===== src/rtl/alu_arbiter.sv =====
// alu_arbiter
// ----------------------------------------------------------------------------
// Shares one external ALU_32_bits instance between two requesters. Only one
// transaction is in flight at a time. Each transaction runs through three
// states:
//   IDLE : pick a requester and capture its operands.
//   EXEC : the ALU evaluates the captured operands for exactly one cycle.
//   RESP : the result is held until the consumer takes it.
// An unsupported opcode goes straight from IDLE to RESP with an error
// response, and the ALU is never sampled for it.
//
// Ports
//   clk, reset               single clock; synchronous active-high reset
//   reqN_valid / reqN_ready  request handshake for requester N (N = 0, 1)
//   reqN_A, reqN_B, reqN_Op  operands and opcode from requester N
//   ALU_A, ALU_B, ALU_Op     captured operands driven to the shared ALU
//   ALU_Result, ALUFlags     combinational ALU outputs, flags are {N,Z,C,V}
//   rsp_valid / rsp_ready    response handshake
//   rsp_id                   index of the requester that owns the response
//   rsp_result, rsp_flags    captured ALU result and flags
//   rsp_err                  set when the opcode was unsupported
// ----------------------------------------------------------------------------
module alu_arbiter #(
    parameter int WIDTH = 32
) (
    input  logic             clk,
    input  logic             reset,

    input  logic             req0_valid,
    output logic             req0_ready,
    input  logic [WIDTH-1:0] req0_A,
    input  logic [WIDTH-1:0] req0_B,
    input  logic [3:0]       req0_Op,

    input  logic             req1_valid,
    output logic             req1_ready,
    input  logic [WIDTH-1:0] req1_A,
    input  logic [WIDTH-1:0] req1_B,
    input  logic [3:0]       req1_Op,

    output logic [WIDTH-1:0] ALU_A,
    output logic [WIDTH-1:0] ALU_B,
    output logic [3:0]       ALU_Op,
    input  logic [WIDTH-1:0] ALU_Result,
    input  logic [3:0]       ALUFlags,

    output logic             rsp_valid,
    input  logic             rsp_ready,
    output logic             rsp_id,
    output logic [WIDTH-1:0] rsp_result,
    output logic [3:0]       rsp_flags,
    output logic             rsp_err
);

    typedef enum logic [1:0] {
        IDLE = 2'd0,
        EXEC = 2'd1,
        RESP = 2'd2
    } state_t;

    state_t           state;
    state_t           state_next;

    // ptr names the requester that wins when both are valid at once.
    logic             ptr;
    logic [WIDTH-1:0] cap_a;
    logic [WIDTH-1:0] cap_b;
    logic [3:0]       cap_op;

    logic             grant0;
    logic             grant1;
    logic             accept;
    logic             accept_id;
    logic [WIDTH-1:0] sel_a;
    logic [WIDTH-1:0] sel_b;
    logic [3:0]       sel_op;
    logic             sel_supported;

    // The ALU implements 0000-0111, 1011 and 1101. Every other code gets an
    // error response.
    function automatic logic op_supported(input logic [3:0] op);
        return (op[3] == 1'b0) || (op == 4'b1011) || (op == 4'b1101);
    endfunction

    // Grant selection. A lone valid requester always wins. When both are
    // valid, the pointer decides. The two grants are mutually exclusive by
    // construction.
    assign grant0 = req0_valid & (~req1_valid | ~ptr);
    assign grant1 = req1_valid & (~req0_valid |  ptr);

    // A grant in IDLE is accepted in the same cycle, because ready is
    // asserted for the granted requester whose valid is already high.
    // Acceptance is derived directly from the grants rather than from the
    // ready outputs. This keeps the FSM block free of feedback through its
    // own outputs.
    assign accept        = (state == IDLE) & ~reset & (grant0 | grant1);
    assign accept_id     = grant1;
    assign sel_a         = accept_id ? req1_A  : req0_A;
    assign sel_b         = accept_id ? req1_B  : req0_B;
    assign sel_op        = accept_id ? req1_Op : req0_Op;
    assign sel_supported = op_supported(sel_op);

    // The shared ALU always sees the captured registers, so its inputs stay
    // stable for the whole EXEC cycle. No requester input passes straight
    // through to the ALU.
    assign ALU_A  = cap_a;
    assign ALU_B  = cap_b;
    assign ALU_Op = cap_op;

    // State register. Reset aborts any transaction in flight.
    always_ff @(posedge clk) begin
        if (reset) begin
            state <= IDLE;
        end else begin
            state <= state_next;
        end
    end

    // Next-state logic and handshake outputs. Both ready outputs and
    // rsp_valid are forced low during a reset cycle. This prevents a
    // handshake from appearing to complete while the transaction is being
    // discarded.
    always_comb begin
        state_next = state;
        req0_ready = 1'b0;
        req1_ready = 1'b0;
        rsp_valid  = 1'b0;
        case (state)
            IDLE: begin
                req0_ready = grant0 & ~reset;
                req1_ready = grant1 & ~reset;
                if (accept) begin
                    state_next = sel_supported ? EXEC : RESP;
                end
            end
            EXEC: begin
                state_next = RESP;
            end
            RESP: begin
                rsp_valid = ~reset;
                if (rsp_ready) begin
                    state_next = IDLE;
                end
            end
            default: begin
                state_next = IDLE;
            end
        endcase
    end

    // Datapath registers.
    // - On accept: capture the operands. The pointer moves to the other
    //   requester, and it changes only here.
    // - Unsupported opcode: the error response is built right away, because
    //   EXEC is skipped.
    // - End of EXEC: the ALU output is sampled exactly once.
    // The response registers are left untouched in RESP, so they stay stable
    // while the consumer stalls.
    always_ff @(posedge clk) begin
        if (reset) begin
            ptr        <= 1'b0;
            cap_a      <= '0;
            cap_b      <= '0;
            cap_op     <= '0;
            rsp_id     <= 1'b0;
            rsp_result <= '0;
            rsp_flags  <= '0;
            rsp_err    <= 1'b0;
        end else begin
            case (state)
                IDLE: begin
                    if (accept) begin
                        cap_a  <= sel_a;
                        cap_b  <= sel_b;
                        cap_op <= sel_op;
                        rsp_id <= accept_id;
                        ptr    <= ~accept_id;
                        if (!sel_supported) begin
                            rsp_result <= '0;
                            rsp_flags  <= '0;
                            rsp_err    <= 1'b1;
                        end
                    end
                end
                EXEC: begin
                    rsp_result <= ALU_Result;
                    rsp_flags  <= ALUFlags;
                    rsp_err    <= 1'b0;
                end
                default: begin
                end
            endcase
        end
    end

endmodule


===== config.mk =====
export PLATFORM = sky130hd
export DESIGN_NAME = alu_arbiter
export DESIGN_NICKNAME = d
export VERILOG_FILES = /design/src/rtl/alu_arbiter.sv
export SDC_FILE = /design/constraint.sdc
export NUM_CORES = 1
export LEC_CHECK = 0
export ABC_AREA = 1
export ABC_CLOCK_PERIOD_IN_PS = 1800
export BUFFER_PORTS_ARGS = -buffer_cell sky130_fd_sc_hd__buf_2
export CORE_ASPECT_RATIO = 1.1
export CORE_MARGIN = 4
export CORE_UTILIZATION = 43
export DETAILED_ROUTE_END_ITERATION = 6
export GPL_TIMING_DRIVEN = 0
export PLACE_DENSITY_LB_ADDON = 0.08
export SETUP_SLACK_MARGIN = 0.02
export SYNTH_ARGS = -nofsm -noshare
export SYNTH_HDL_FRONTEND = slang
export SYNTH_SLANG_ARGS = --single-unit

===== constraint.sdc =====
create_clock -name clk -period 1.8 [get_ports clk]
set_clock_uncertainty 0.05 [all_clocks]
set_input_delay 0.09 -clock clk [delete_from_list [all_inputs] [get_ports clk]]
set_output_delay 0.09 -clock clk [all_outputs]
set_load 0.01 [all_outputs]

## Yosys cells after proc, flatten, opt, wreduce, memory -nomap -nowiden

Index checks and enable logic that the tools add are counted.

- Memory bits (read-only): 0
- Bits in latches: 0
- Memories: 0
- Bits in writable memories: 0
- Bits of input ports: 177
- Register bits: 109
- Word-level logic and storage cells: 57

- $mul: 0
- Shift-type cells: 0
- Reduce and logical (&&, ||, !) cells: 7
- $lt $le $gt $ge: 0
- Bitwise gates (word level): 15
- Equal/unequal tests: 7
- Muxes and demuxes: 19
- Div/mod/pow operators: 0
- Add/sub/neg operators: 0

Operator list:

| cell | count |
|---|---|
| 32-bit two-way mux | 4 |
| 32-bit case mux with 2 select lines | 1 |
| 4-bit two-way mux | 3 |
| 4-bit equality test (second input constant) | 2 |
| 4-bit case mux with 2 select lines | 1 |
| 1-bit AND | 6 |
| 2-bit two-way mux | 3 |
| 2-bit inequality test (second input constant) | 3 |
| 1-bit inverter | 6 |
| 2-bit case mux with 3 select lines | 1 |
| 1-bit two-way mux | 5 |
| 2-bit AND reduction | 2 |
| 1-bit bitwise OR | 3 |
| 3-bit AND reduction | 1 |
| 2-bit by 1-bit equality test with 1-bit output (second input constant) | 1 |
| 2-bit equality test (second input constant) | 1 |
| 2-bit zero test | 1 |
| 1-bit logical OR | 2 |
| 1-bit case mux with 2 select lines | 1 |
| 2-bit nonzero test | 1 |

## Logic depth before layout (Yosys ltp)

- Depth in word-level cells: 10
- Gate-level depth with buffers: 12
- Gate-level depth less buffers: 10

## Worst setup path before layout

No wires, ideal clock.

- Path kind: reg-to-reg
- Start: reg ptr
- End: reg rsp_result[22]
- Library setup time: 0.069 ns
- Path slack: 0.331 ns
- Arrival time: 1.350 ns
- Cell stages (with the launch flop): 12
- Period minus slack after synthesis: 1.469 ns
- Cells stage by stage: dfxtp_1 inv_1 nand2_2 nand2_2 buf_6 nand2_1 nand2_1 nand3_4 nand2_8 buf_8 nand3_2 a21oi_2

- Word-level cells in the longest chain between the ends: 8

RTL lines:

| what | RTL line | RTL |
|---|---|---|
| start, declared | 65 | `logic ptr;` |
| start signal, assigned | 177 | `ptr <= ~accept_id;` |
| 1-bit bitwise OR | 89 | `assign grant1 = req1_valid & (~req0_valid \| ptr);` |
| 1-bit AND | 89 |  |
| 4-bit two-way mux | 100 | `assign sel_op = accept_id ? req1_Op : req0_Op;` |
| 4-bit equality test / 1-bit inverter (equally long branches) | 82 | `return (op[3] == 1'b0) \|\| (op == 4'b1011) \|\| (op == 4'b1101);` |
| 1-bit logical OR (2 in a row) | 82 |  |
| 2-bit inequality test (no line) | -- |  |
| 3-bit AND reduction (no line) * | -- |  |
| end signal, assigned | 186 | `rsp_result <= ALU_Result;` |
| end, declared | 50 | `output logic [WIDTH-1:0] rsp_result,` |

Mark *: on every way between the ends. The rest lies on a longest branch, timed or not.
A chain may end at the register's enable or synchronous reset.

## Worst setup path in the final report

- Start: reg state[1]
- End: reg rsp_result[8]

- Word-level cells in the longest chain between the ends: 5

RTL lines:

| what | RTL line | RTL |
|---|---|---|
| start, declared | 61 | `state_t state;` |
| start signal, assigned | 115 | `state <= state_next;` |
| 2-bit zero test | 96, 170 |  |
| 1-bit AND (2 in a row) | 96 | `assign accept = (state == IDLE) & ~reset & (grant0 \| grant1);` |
| 2-bit inequality test (no line) | -- |  |
| 3-bit AND reduction (no line) | -- |  |

Parallel ways exist; a longest one is shown, timed or not.

==> impl_metrics.csv <==
group,metric,value,unit
routing,routed_wl,18180,um
routing,drtIter0Drc,304,
finish,drive_gt1_frac,0.3962,
placement,dp.cells,977,
global_routing,grt_pass1_wl,27630,um
floorplan,die_y,115.9,um
yosys,synth_xor_area_frac,0,
worst_hold_path,holdPathEnd,"ALU_B[22]$_SDFFE_PP0P_",
timing,fin_crit_sh,0.9327,
worst_hold_path,hp-class,"in2reg",
floorplan,ios,286,
floorplan,start_util,0.4395,
clock_tree,cts-buffers-inserted,9,
worst_setup_path,slowest_stage,"dfxtp_1",
clock_tree,cts_tree,"done",
placement,dpl.hpwl,11830,um
worst_hold_path,min_from,"req0_B[22]",
placement,placed_area,0.006147,mm^2
clock_tree,cts_sinks,109,
worst_setup_path,startpoint_type,"register",
run_status,outcome,"complete, no violations",
power,sw_frac_of_total,0.3042,
yosys,synthAdderAreaFrac,0,
yosys,yosys-top-cells-area,"dfxtp_1 48%, nand2_1 14%, a21oi_1 7.2%",
worst_setup_path,critPathCaptureType,"register",
global_routing,grt_pass1_vias,5929,
floorplan,die_x,106.0,um
worst_setup_path,cp_top_family,"simple AND/OR/NAND/NOR gates",
worst_hold_path,min_delay_path_depth,3,
global_routing,grt_max_degree,18,
yosys,ys_ff_latch,109,
worst_setup_path,cp.arrival,1.83,ns
yosys,synth.avg_cell_area,8.267,um^2
power,p_int,0.004573,W
run,maxCapViolCount,0,
global_routing,grt_usage,0.2815,
routing,antenna_left,0,
yosys,synthDistinctLibCells,27,
worst_setup_path,path_max_fanout,10,
yosys,synth_top_area_share,0.4799,
yosys,synthesis.nets,727,
timing,slew_headroom,0.5784,
global_routing,gr-total-overflow,0,
finish,post-route-util,0.7632,
yosys,synth_area,0.004547,mm^2
power,switching_power,0.001999,W
clock_tree,h-tree-depth,3,
power,ir_drop,0.4704,mV
power,power.leakage,3.604,nW
worst_setup_path,r2r-start,"state[1]$_SDFFE_PP0P_",
global_routing,antenna_found_initial,0,
worst_setup_path,cp-startpoint,"state[1]$_SDFFE_PP0P_",
finish,stdcell_count,1135,
worst_setup_path,path_cells,"nor2_1 -> nand2_2 -> nor2_4 -> nor2_8 -> nor2_4 -> nand2_8 -> buf_12 -> nand3_2 -> a21oi_2",
routing,viasPerCell,5.091,
worst_setup_path,r2r_cells,9,
power,p_comb_frac,0.277,
clock_tree,cts_root_buf,"clkbuf_16",
timing,hold_viol,0,
timing,worst_pin_slew,0.6325,ns
finish,antennaDiodeCount,0,
worst_setup_path,critical-path-max-stage-delay,0.33,ns
timing,fin_crit,1.679,ns
timing,max_freq,595.6,MHz
yosys,synth-simple-area-share,0.2545,
timing,tns,0,ns
routing,drtPass1Iterations,5,
worst_setup_path,crit_path_frequent_cell,"nor2_4",
yosys,synth_compound_area_frac,0.2023,
power,p_per_area,832.3,mW/mm^2
floorplan,row_count,39,
timing,slew_viol_final,0,
floorplan,die-area,0.01229,mm^2
finish,finish.instance_area,0.007895,mm^2
yosys,synth_mux_area_frac,0,
finish,num-nets-final,1164,
floorplan,core_area,0.01034,mm^2
yosys,ys_warn_count,0,
routing,remaining_drc_errors,0,
placement,place.gp.congestion,0.8332,
timing,rsz0062_at_grt,"true",
yosys,synthCells,550,
placement,io_buffers,284,
power,power_frac_seq,0.424,
worst_setup_path,r2r_end,"rsp_result[8]$_SDFFE_PP0P_",
yosys,synth_top_family_by_area,"simple AND/OR/NAND/NOR gates",
worst_setup_path,critPathBufInv,1,
yosys,yosysTopAreaCell,"dfxtp_1",
worst_setup_path,rrSetupSlack,0.12,ns
clock_tree,path_clk_slew,0.07,ns
worst_setup_path,crit_required,1.96,ns
timing,finalSetupViolations,0,
yosys,ys_seq_area_frac,0.4799,
worst_setup_path,path_class,"reg2reg",
routing,num_vias,5778,
finish,areaGrowthSynthToFinish,73.64,%
clock_tree,cts_max_path_buffers,2,
routing,wl_per_cell,16.01,um
power,pwr-share-clk,0.298,
clock_tree,clkLatencyLatePin,0.34,ns
per-layer routing:
metal | up-vias | GRT usage | part of all wire
li1 | 2753 | - | -
met1 | 2660 | 0.2859 | 0.36
met2 | 300 | 0.5293 | 0.52
met3 | 65 | 0.07131 | 0.073
met4 | 0 | 0.1546 | 0.046
met5 | - | 0 | 0
area by class of cell:
cell class | instances | area [um^2]
Buffer | 44 | 259.0
Clock buffer | 10 | 229.0
Clock inverter | 6 | 63.81
Fill cell | 760 | 2450
Inverter | 13 | 48.80
Multi-Input combinational cell | 384 | 2107
Sequential cell | 109 | 2182
Tap cell | 143 | 178.9
Timing Repair Buffer | 426 | 2826
per-stage QoR:
step | power (W) | setup slack, ns | hold WS (ns)
after floorplan | 0.003689 | 0.3307 | 0.1882
after global placement | 0.004306 | 0.09946 | 0.2979
after CTS | 0.006506 | 0.03167 | 0.001065
final | 0.006571 | 0.1211 | 0.001890
after detailed placement | 0.004337 | 0.09112 | 0.2997
after global routing | 0.006870 | 0.01255 | 0.009491
sequential cells by signal (all words and copies together), names as in the netlist:
name and flops:
ALU_A 32, ALU_B 32, ALU_Op 4, ptr 1, rsp_err 1, rsp_flags 4, rsp_id 1, rsp_result 32
state 2
cells in the mapped netlist (all sizes together):
library cell    n
or2             1
nor2            9
nand2         169
nand3          51
a31oi          34
clkbuf         20
buf            25
o31ai           1
a22oi          32
dfxtp         109
a21oi          74
nor3            1
inv            13
o21ai          11
worst min-delay path, cell delays in order:
cell,delay [ns]
buf_2,0.08
a22oi_1,0.08
a21oi_1,0.11
repair_timing:
action / in CTS / in global routing
resized for setup: 1 / 25
setup buffers: 2 / 6
pin swaps: 1 / 3
endpoints found under the setup margin: 2 / 80
hold buffers: 134 / 0
endpoints found under the hold margin: 92 / 0
gates cloned: 0 / 1
power by group through the flow:
stage / Sequential [W] / Clock [W] / Combinational (W)
final: 0.00279 / 0.00196 / 0.00182
after global placement: 0.00282 / 0 / 0.00148
after floorplan: 0.00293 / 0 / 0.000755
after detailed placement: 0.00283 / 0 / 0.00151
after global routing: 0.00281 / 0.00208 / 0.00198
after CTS: 0.00278 / 0.00199 / 0.00174
worst max-delay path by stage:
stage,endpoint,slack (ns),cells past startpoint
6_report,rsp_result[8]$_SDFFE_PP0P_,0.12,9
5_1_grt,ALU_A[8]$_SDFFE_PP0P_,0.01,7
2_1_floorplan,rsp_result[22]$_SDFFE_PP0P_,0.33,11
3_3_place_gp,rsp_result[22]$_SDFFE_PP0P_,0.1,9
4_1_cts,req0_ready,0.03,5
3_5_place_dp,ALU_A[21]$_SDFFE_PP0P_,0.09,6
cells by family after synthesis:
| logic type | Yosys count |
|---|---|
| AOI/OAI and AO/OA | 152 |
| and+or+nand+nor | 231 |
| buffers and inverters | 58 |
| DFF | 109 |
placed cells by master (no fill, tap or decap), types with 3 or more instances in the layout:
cell / netlist / final
buf_6: 1 / 3
nor2_1: 5 / 5
a21oi_1: 65 / 62
inv_1: 10 / 10
buf_2: 14 / 297
nand2_2: 4 / 4
a21oi_2: 9 / 12
nand2_1: 164 / 163
inv_2: 3 / 3
clkbuf_2: 0 / 7
clkbuf_1: 20 / 14
buf_4: 3 / 11
o21ai_1: 9 / 9
clkbuf_16: 0 / 9
a31oi_1: 34 / 34
nor2_4: 3 / 3
dfxtp_1: 109 / 109
nand3_1: 21 / 21
nand3_2: 29 / 29
a22oi_1: 32 / 32
dlygate4sd3_1: 0 / 134
No activity file was read; power rests on OpenSTA's default activity.
